### src/rtl/vram_arb_rr_if.sv
// Bus bundle for vram_arb_rr: video-gen read port, NUM_CH packed client channels, the
// single-port VRAM side and the shared read-data return.
//   slave  : arbiter view (takes requests and VRAM read data, drives acks and VRAM strobes)
//   master : client + memory view (the opposite directions)
// Optional macro VRAM_ARB_PERF_EN adds perf_clr_i / perf_wait_o.
interface vram_arb_rr_if #(
  parameter int unsigned NUM_CH = 2,
  parameter int unsigned ADDR_W = 16,
  parameter int unsigned DATA_W = 16
) ();

  logic                       vgen_sel_i;
  logic [ADDR_W-1:0]          vgen_addr_i;
  logic [NUM_CH-1:0]          ch_sel_i;
  logic [NUM_CH-1:0]          ch_wr_i;
  logic [4*NUM_CH-1:0]        ch_wr_mask_i;
  logic [ADDR_W*NUM_CH-1:0]   ch_addr_i;
  logic [DATA_W*NUM_CH-1:0]   ch_data_i;
  logic [NUM_CH-1:0]          ch_ack_o;
  logic                       vram_sel_o;
  logic                       vram_wr_o;
  logic [3:0]                 vram_wr_mask_o;
  logic [ADDR_W-1:0]          vram_addr_o;
  logic [DATA_W-1:0]          vram_wdata_o;
  logic [DATA_W-1:0]          vram_rdata_i;
  logic [DATA_W-1:0]          rdata_o;
`ifdef VRAM_ARB_PERF_EN
  logic                       perf_clr_i;
  logic [16*NUM_CH-1:0]       perf_wait_o;
`endif

  modport slave (
`ifdef VRAM_ARB_PERF_EN
    input  perf_clr_i,
    output perf_wait_o,
`endif
    input  vgen_sel_i, vgen_addr_i, ch_sel_i, ch_wr_i, ch_wr_mask_i, ch_addr_i, ch_data_i,
    input  vram_rdata_i,
    output ch_ack_o, vram_sel_o, vram_wr_o, vram_wr_mask_o, vram_addr_o, vram_wdata_o,
    output rdata_o
  );

  modport master (
`ifdef VRAM_ARB_PERF_EN
    output perf_clr_i,
    input  perf_wait_o,
`endif
    output vgen_sel_i, vgen_addr_i, ch_sel_i, ch_wr_i, ch_wr_mask_i, ch_addr_i, ch_data_i,
    output vram_rdata_i,
    input  ch_ack_o, vram_sel_o, vram_wr_o, vram_wr_mask_o, vram_addr_o, vram_wdata_o,
    input  rdata_o
  );

endinterface

### src/rtl/vram_arb_rr.sv
// VRAM arbiter: the video-gen read port has absolute priority; NUM_CH read/write client
// channels share the remaining slots round-robin. Grant is combinational, the per-channel
// ack is registered one cycle after the grant (read data from the 1-cycle VRAM lines up
// with that ack).
// Ports:
//   clk      : system clock
//   reset_i  : synchronous active-high reset; blocks all VRAM access while high
//   bus      : vram_arb_rr_if.slave (requests, acks, VRAM strobes, read data)
// Optional macro VRAM_ARB_PERF_EN: per-channel 16-bit saturating wait-cycle counters
// (bus.perf_wait_o), cleared by reset_i or bus.perf_clr_i.
module vram_arb_rr #(
  parameter int unsigned NUM_CH = 2,
  parameter int unsigned ADDR_W = 16,
  parameter int unsigned DATA_W = 16
) (
  input  logic            clk,
  input  logic            reset_i,
  vram_arb_rr_if.slave    bus
);

  localparam int unsigned PtrW    = (NUM_CH > 1) ? $clog2(NUM_CH) : 1;
  localparam logic [PtrW-1:0] LastIdx = PtrW'(NUM_CH - 1);

  logic [PtrW-1:0]   rr_ptr_q, rr_ptr_d;
  logic [NUM_CH-1:0] ack_q, ack_d;
  logic [NUM_CH-1:0] eligible;
  logic [PtrW-1:0]   cand;
  logic [PtrW-1:0]   grant_idx;
  logic              grant_vld;

  logic              wr_g;
  logic [3:0]        mask_g;
  logic [ADDR_W-1:0] addr_g;
  logic [DATA_W-1:0] data_g;

  // A channel being acked this cycle still holds its request; masking it avoids a second
  // service of the same request.
  always_comb begin
    eligible  = bus.ch_sel_i & ~ack_q;
    cand      = '0;
    grant_vld = 1'b0;
    grant_idx = '0;
    if (!reset_i && !bus.vgen_sel_i) begin
      for (int unsigned i = 0; i < NUM_CH; i++) begin
        cand = PtrW'((32'(rr_ptr_q) + i) % NUM_CH);
        if (!grant_vld && eligible[cand]) begin
          grant_vld = 1'b1;
          grant_idx = cand;
        end
      end
    end
  end

  // Channel fields of the selected index (channel 0 when nothing is granted, keeping the
  // don't-care outputs stable).
  always_comb begin
    wr_g   = 1'b0;
    mask_g = '0;
    addr_g = '0;
    data_g = '0;
    for (int unsigned i = 0; i < NUM_CH; i++) begin
      if (grant_idx == PtrW'(i)) begin
        wr_g   = bus.ch_wr_i[i];
        mask_g = bus.ch_wr_mask_i[4*i +: 4];
        addr_g = bus.ch_addr_i[ADDR_W*i +: ADDR_W];
        data_g = bus.ch_data_i[DATA_W*i +: DATA_W];
      end
    end
  end

  always_comb begin
    bus.vram_sel_o     = 1'b0;
    bus.vram_wr_o      = 1'b0;
    bus.vram_wr_mask_o = mask_g;
    bus.vram_addr_o    = addr_g;
    bus.vram_wdata_o   = data_g;
    if (reset_i) begin
      bus.vram_sel_o = 1'b0;
    end else if (bus.vgen_sel_i) begin
      bus.vram_sel_o  = 1'b1;
      bus.vram_addr_o = bus.vgen_addr_i;
    end else if (grant_vld) begin
      bus.vram_sel_o = 1'b1;
      bus.vram_wr_o  = wr_g;
    end
  end

  always_comb begin
    for (int unsigned i = 0; i < NUM_CH; i++) begin
      ack_d[i] = grant_vld && (grant_idx == PtrW'(i));
    end
    rr_ptr_d = rr_ptr_q;
    if (grant_vld) begin
      rr_ptr_d = (grant_idx == LastIdx) ? '0 : grant_idx + 1'b1;
    end
  end

  always_ff @(posedge clk) begin
    if (reset_i) begin
      ack_q    <= '0;
      rr_ptr_q <= '0;
    end else begin
      ack_q    <= ack_d;
      rr_ptr_q <= rr_ptr_d;
    end
  end

  assign bus.ch_ack_o = ack_q;
  assign bus.rdata_o  = bus.vram_rdata_i;

`ifdef VRAM_ARB_PERF_EN
  logic [NUM_CH-1:0][15:0] perf_q;

  // Counts every requesting cycle without a grant, including the ack cycle of a held request.
  always_ff @(posedge clk) begin
    for (int unsigned i = 0; i < NUM_CH; i++) begin
      if (reset_i || bus.perf_clr_i) begin
        perf_q[i] <= '0;
      end else if (bus.ch_sel_i[i] && !ack_d[i] && (perf_q[i] != 16'hFFFF)) begin
        perf_q[i] <= perf_q[i] + 16'd1;
      end
    end
  end

  assign bus.perf_wait_o = perf_q;
`endif

endmodule

### src/flat_wrapper.sv
// flat-port wrapper written by rule: the top's interface ports become plain ports
module vram_arb_rr_flat 
#(
  parameter int unsigned NUM_CH = 2,
  parameter int unsigned ADDR_W = 16,
  parameter int unsigned DATA_W = 16
)
  (clk, reset_i, bus_vgen_sel_i, bus_vgen_addr_i, bus_ch_sel_i, bus_ch_wr_i, bus_ch_wr_mask_i, bus_ch_addr_i, bus_ch_data_i, bus_vram_rdata_i, bus_ch_ack_o, bus_vram_sel_o, bus_vram_wr_o, bus_vram_wr_mask_o, bus_vram_addr_o, bus_vram_wdata_o, bus_rdata_o);
  vram_arb_rr_if #(.NUM_CH(NUM_CH), .ADDR_W(ADDR_W), .DATA_W(DATA_W)) bus_i ();
  input  logic clk;
  input  logic reset_i;
  input wire logic [$bits(bus_i.vgen_sel_i)-1:0] bus_vgen_sel_i;
  input wire logic [$bits(bus_i.vgen_addr_i)-1:0] bus_vgen_addr_i;
  input wire logic [$bits(bus_i.ch_sel_i)-1:0] bus_ch_sel_i;
  input wire logic [$bits(bus_i.ch_wr_i)-1:0] bus_ch_wr_i;
  input wire logic [$bits(bus_i.ch_wr_mask_i)-1:0] bus_ch_wr_mask_i;
  input wire logic [$bits(bus_i.ch_addr_i)-1:0] bus_ch_addr_i;
  input wire logic [$bits(bus_i.ch_data_i)-1:0] bus_ch_data_i;
  input wire logic [$bits(bus_i.vram_rdata_i)-1:0] bus_vram_rdata_i;
  output wire logic [$bits(bus_i.ch_ack_o)-1:0] bus_ch_ack_o;
  output wire logic [$bits(bus_i.vram_sel_o)-1:0] bus_vram_sel_o;
  output wire logic [$bits(bus_i.vram_wr_o)-1:0] bus_vram_wr_o;
  output wire logic [$bits(bus_i.vram_wr_mask_o)-1:0] bus_vram_wr_mask_o;
  output wire logic [$bits(bus_i.vram_addr_o)-1:0] bus_vram_addr_o;
  output wire logic [$bits(bus_i.vram_wdata_o)-1:0] bus_vram_wdata_o;
  output wire logic [$bits(bus_i.rdata_o)-1:0] bus_rdata_o;
  assign bus_i.vgen_sel_i = bus_vgen_sel_i;
  assign bus_i.vgen_addr_i = bus_vgen_addr_i;
  assign bus_i.ch_sel_i = bus_ch_sel_i;
  assign bus_i.ch_wr_i = bus_ch_wr_i;
  assign bus_i.ch_wr_mask_i = bus_ch_wr_mask_i;
  assign bus_i.ch_addr_i = bus_ch_addr_i;
  assign bus_i.ch_data_i = bus_ch_data_i;
  assign bus_i.vram_rdata_i = bus_vram_rdata_i;
  assign bus_ch_ack_o = bus_i.ch_ack_o;
  assign bus_vram_sel_o = bus_i.vram_sel_o;
  assign bus_vram_wr_o = bus_i.vram_wr_o;
  assign bus_vram_wr_mask_o = bus_i.vram_wr_mask_o;
  assign bus_vram_addr_o = bus_i.vram_addr_o;
  assign bus_vram_wdata_o = bus_i.vram_wdata_o;
  assign bus_rdata_o = bus_i.rdata_o;
  vram_arb_rr #(.NUM_CH(NUM_CH), .ADDR_W(ADDR_W), .DATA_W(DATA_W)) u_core (.clk(clk), .reset_i(reset_i), .bus(bus_i));
endmodule
### config.mk
export PLATFORM = sky130hd
export DESIGN_NAME = vram_arb_rr_flat
export DESIGN_NICKNAME = d
export VERILOG_FILES = /design/src/rtl/vram_arb_rr_if.sv /design/src/rtl/vram_arb_rr.sv /design/src/flat_wrapper.sv
export SDC_FILE = /design/constraint.sdc
export NUM_CORES = 1
export LEC_CHECK = 0
export CORE_AREA = 2 2 70 72
export DETAILED_ROUTE_END_ITERATION = 7
export DIE_AREA = 0 0 72 74
export GPL_ROUTABILITY_DRIVEN = 0
export PLACE_DENSITY_LB_ADDON = 0.3
export SETUP_SLACK_MARGIN = 0.1
export SKIP_CTS_REPAIR_TIMING = 1
export SYNTH_ARGS = -nofsm -noshare
export SYNTH_HDL_FRONTEND = slang
export SYNTH_SLANG_ARGS = --single-unit
### constraint.sdc
create_clock -name clk -period 2.15 [get_ports clk]
set_input_delay 0.215 -clock clk [delete_from_list [all_inputs] [get_ports clk]]
set_output_delay 0.215 -clock clk [all_outputs]
set_load 0.02 [all_outputs]
==> results_dict.tcl, run 1 <==
set metrics [dict create \
    finalCritPeriodShare_pct 92.2 \
    start_util_pct 21.2 \
    p_seq_share_pct 8.3 \
    ys.warnings.count 0 \
    fmax_ghz 0.505 \
    grt_max_degree 20 \
    first_pass_iters 4 \
    worstSetupPathType "register to output port" \
    ys_types 21 \
    synth.top_cells.by_count "33 x nand2_1, 20 x mux2_4, 17 x buf_4" \
    io_pins 167 \
    crit_fanout 6 \
    maxSlewHeadroom_pct 80.9 \
    viasPerCell 4.60 \
    fin_skew_ns 0.00442 \
    power.share.clock_pct 22.1 \
    status "complete, no violations" \
    final-hold-violation-count 0 \
    synth_top_area_share_pct 30.8 \
    timing.hold.ws_ns 0.405 \
    die_area_um2 5330 \
    synth_fp_nets 240 \
    grt_usage_pct 16.5 \
    drc 0 \
    min_path_type "primary input to register" \
    synth_area_leader_cell "mux2_4" \
    fin_crit_ns 1.98 \
    clock_path_buffers 2 \
    ff_latch_area_um2 60.1 \
    ys_async_sr_fraction_pct 0 \
    n_antenna_cell 0 \
    cts.clk_slew.worst_paths_ns 0.03 \
    netlist_area_um2 973 \
    synthMostInstantiatedCell "nand2_1" \
    ys_seq_elements 3 \
    wire_per_inst_um 16.0 \
    final_max_slew_viol_count 0 \
    htreeDepth 1 \
    min-delay-start "reset_i" \
    arrival_ns 1.77 \
    tightest_slew_ns 0.284 \
    p_leak_nw 1.32 \
    rrSetupSlack_ns 0.88 \
    syn_avg_cell_area_um2 7.55 \
    intPower_w 0.000498 \
    rsz0062_at_grt "no" \
    synth.yosys.seq_area_share_pct 6.17 \
    cp-end-kind "output port" \
    drv_cap 0 \
    grt_pass1_wl_um 6980 \
    syn_inst 129 \
    vias 1435 \
    drive_gt1_share_pct 20.9 \
    wirelength_um 4990 \
    grt_pass1_vias 1350 \
    nets 370 \
    synth_area_leaders "mux2_4 31%, buf_4 13%, nand2_1 13%" \
    clock_tree.root_cell "clkbuf_8" \
    reg2reg_from "u_core.rr_ptr_q$_SDFFE_PP0N_" \
    antenna_found_initial 0 \
    grt_overflow_total 0 \
    clock_latency_ns 0.22 \
    core.rowCount 25 \
    p_switching_w 0.000239 \
    setup_viol 0 \
    startpoint_type "register" \
    die_width_um 72 \
    portBuffers 134 \
    tritoncts.num_buffers 3 \
    p_comb_share_pct 69.7 \
    peakVddDrop_mv 0.402 \
    cp_data_required_time_ns 1.93 \
    p_per_area_nw_per_um2 298 \
    multi_input_area_um2 739 \
    switching_share_pct 32.5 \
    hpwl_um 3910 \
    antenna_left 0 \
    fill_cells 454 \
    die_h_um 74 \
    finalSetupTns_ns 0 \
    clock-sinks 3 \
    synth_flop_cell "dfxtp_1" \
    drtIter0Drc 26 \
    syn_to_final_growth_pct 154 \
    startpoint "u_core.bus.ch_ack_o[1]$_SDFF_PP0_" \
    synth_edf_count 0 \
    core-area_um2 4600 \
    cts_tree "yes" \
]
## per-stage QoR
step                utilization (%)  worst slack, ns  std cells  power [W]  area (um^2)
floorplan                         -            0.324        129   0.000307          973
global placement               50.5           -0.316        305   0.000586         2320
detailed placement             50.5           -0.360        305   0.000589         2320
CTS                            51.5           -0.366        309   0.000760         2370
global route                   53.7           0.0982        312   0.000780         2470
finish                         53.7            0.169        312   0.000737         2470
## logic make-up after synthesis
logic type             share of synthesized area [%]
and+or+nand+nor                                 27.9
AOI/OAI and AO/OA                               15.6
buffers and inverters                           19.5
DFF                                             6.17
muxes                                           30.8
## critical path, cell delays in order (launching register included)
cell,delay [ns]
dfxtp_1,0.32
nor4b_4,0.29
buf_4,0.18
nand2_8,0.08
buf_4,0.17
mux2_4,0.29
dlymetal6s2s_1,0.21
## power by group through the flow
stage / logic, W / registers (W) / clock network, W
4_1_cts: 0.000532 / 0.0000605 / 0.000168
3_3_place_gp: 0.000525 / 0.0000612 / 0
2_1_floorplan: 0.000244 / 0.0000633 / 0
6_report: 0.000513 / 0.0000609 / 0.000163
5_1_grt: 0.000545 / 0.0000613 / 0.000174
3_5_place_dp: 0.000528 / 0.0000612 / 0
## registers in the layout, summed over array words and instances, names as in the netlist
| signal | flops |
|---|---|
| u_core.rr_ptr_q | 1 |
| u_core.bus.ch_ack_o | 2 |
## layout make-up
class | count | area share, %
timing repair buffer | 151 | 62.3
multi-input combinational | 97 | 29.9
tap | 54 | 2.74
sequential | 3 | 2.43
clock buffer | 4 | 1.82
inverter | 3 | 0.760
## path summary, 6_finish.rpt
path,end,depth (start not counted)
worst max-delay path,bus_vram_wdata_o[4],6
worst min-delay path,u_core.rr_ptr_q$_SDFFE_PP0N_,3
worst max register to register,u_core.rr_ptr_q$_SDFFE_PP0N_,4
worst min register to register,u_core.rr_ptr_q$_SDFFE_PP0N_,2
## placed cells by master (no fill, tap or decap), drive strengths merged
cell            n
buf            19
nand3          16
o311a           1
nor2            1
dfxtp           3
inv             3
clkdlybuf4s50  93
a211oi          1
nand2b          1
nor4b           1
a22o            1
mux2           20
o211ai         16
or3b            1
dlymetal6s2s   31
nor2b           3
o21ai           1
clkbuf         12
nand2          34
## per-layer routing
metal / up-vias / track usage [%] / wire length, um
met1: 654 / 20.8 / 2010
met5: - / 0 / 0
met3: 2 / 3.79 / 443
met4: 0 / 1.89 / 2
met2: 81 / 29.8 / 2540
li1: 698 / - / -
Power figures use the tool's default switching activity.
==> run 2: changes to the inputs <==
SLEW_MARGIN = 20   (was default)
==> results of run 2 <==
No change in the layout: final DEF, timing and power equal those of run 1.
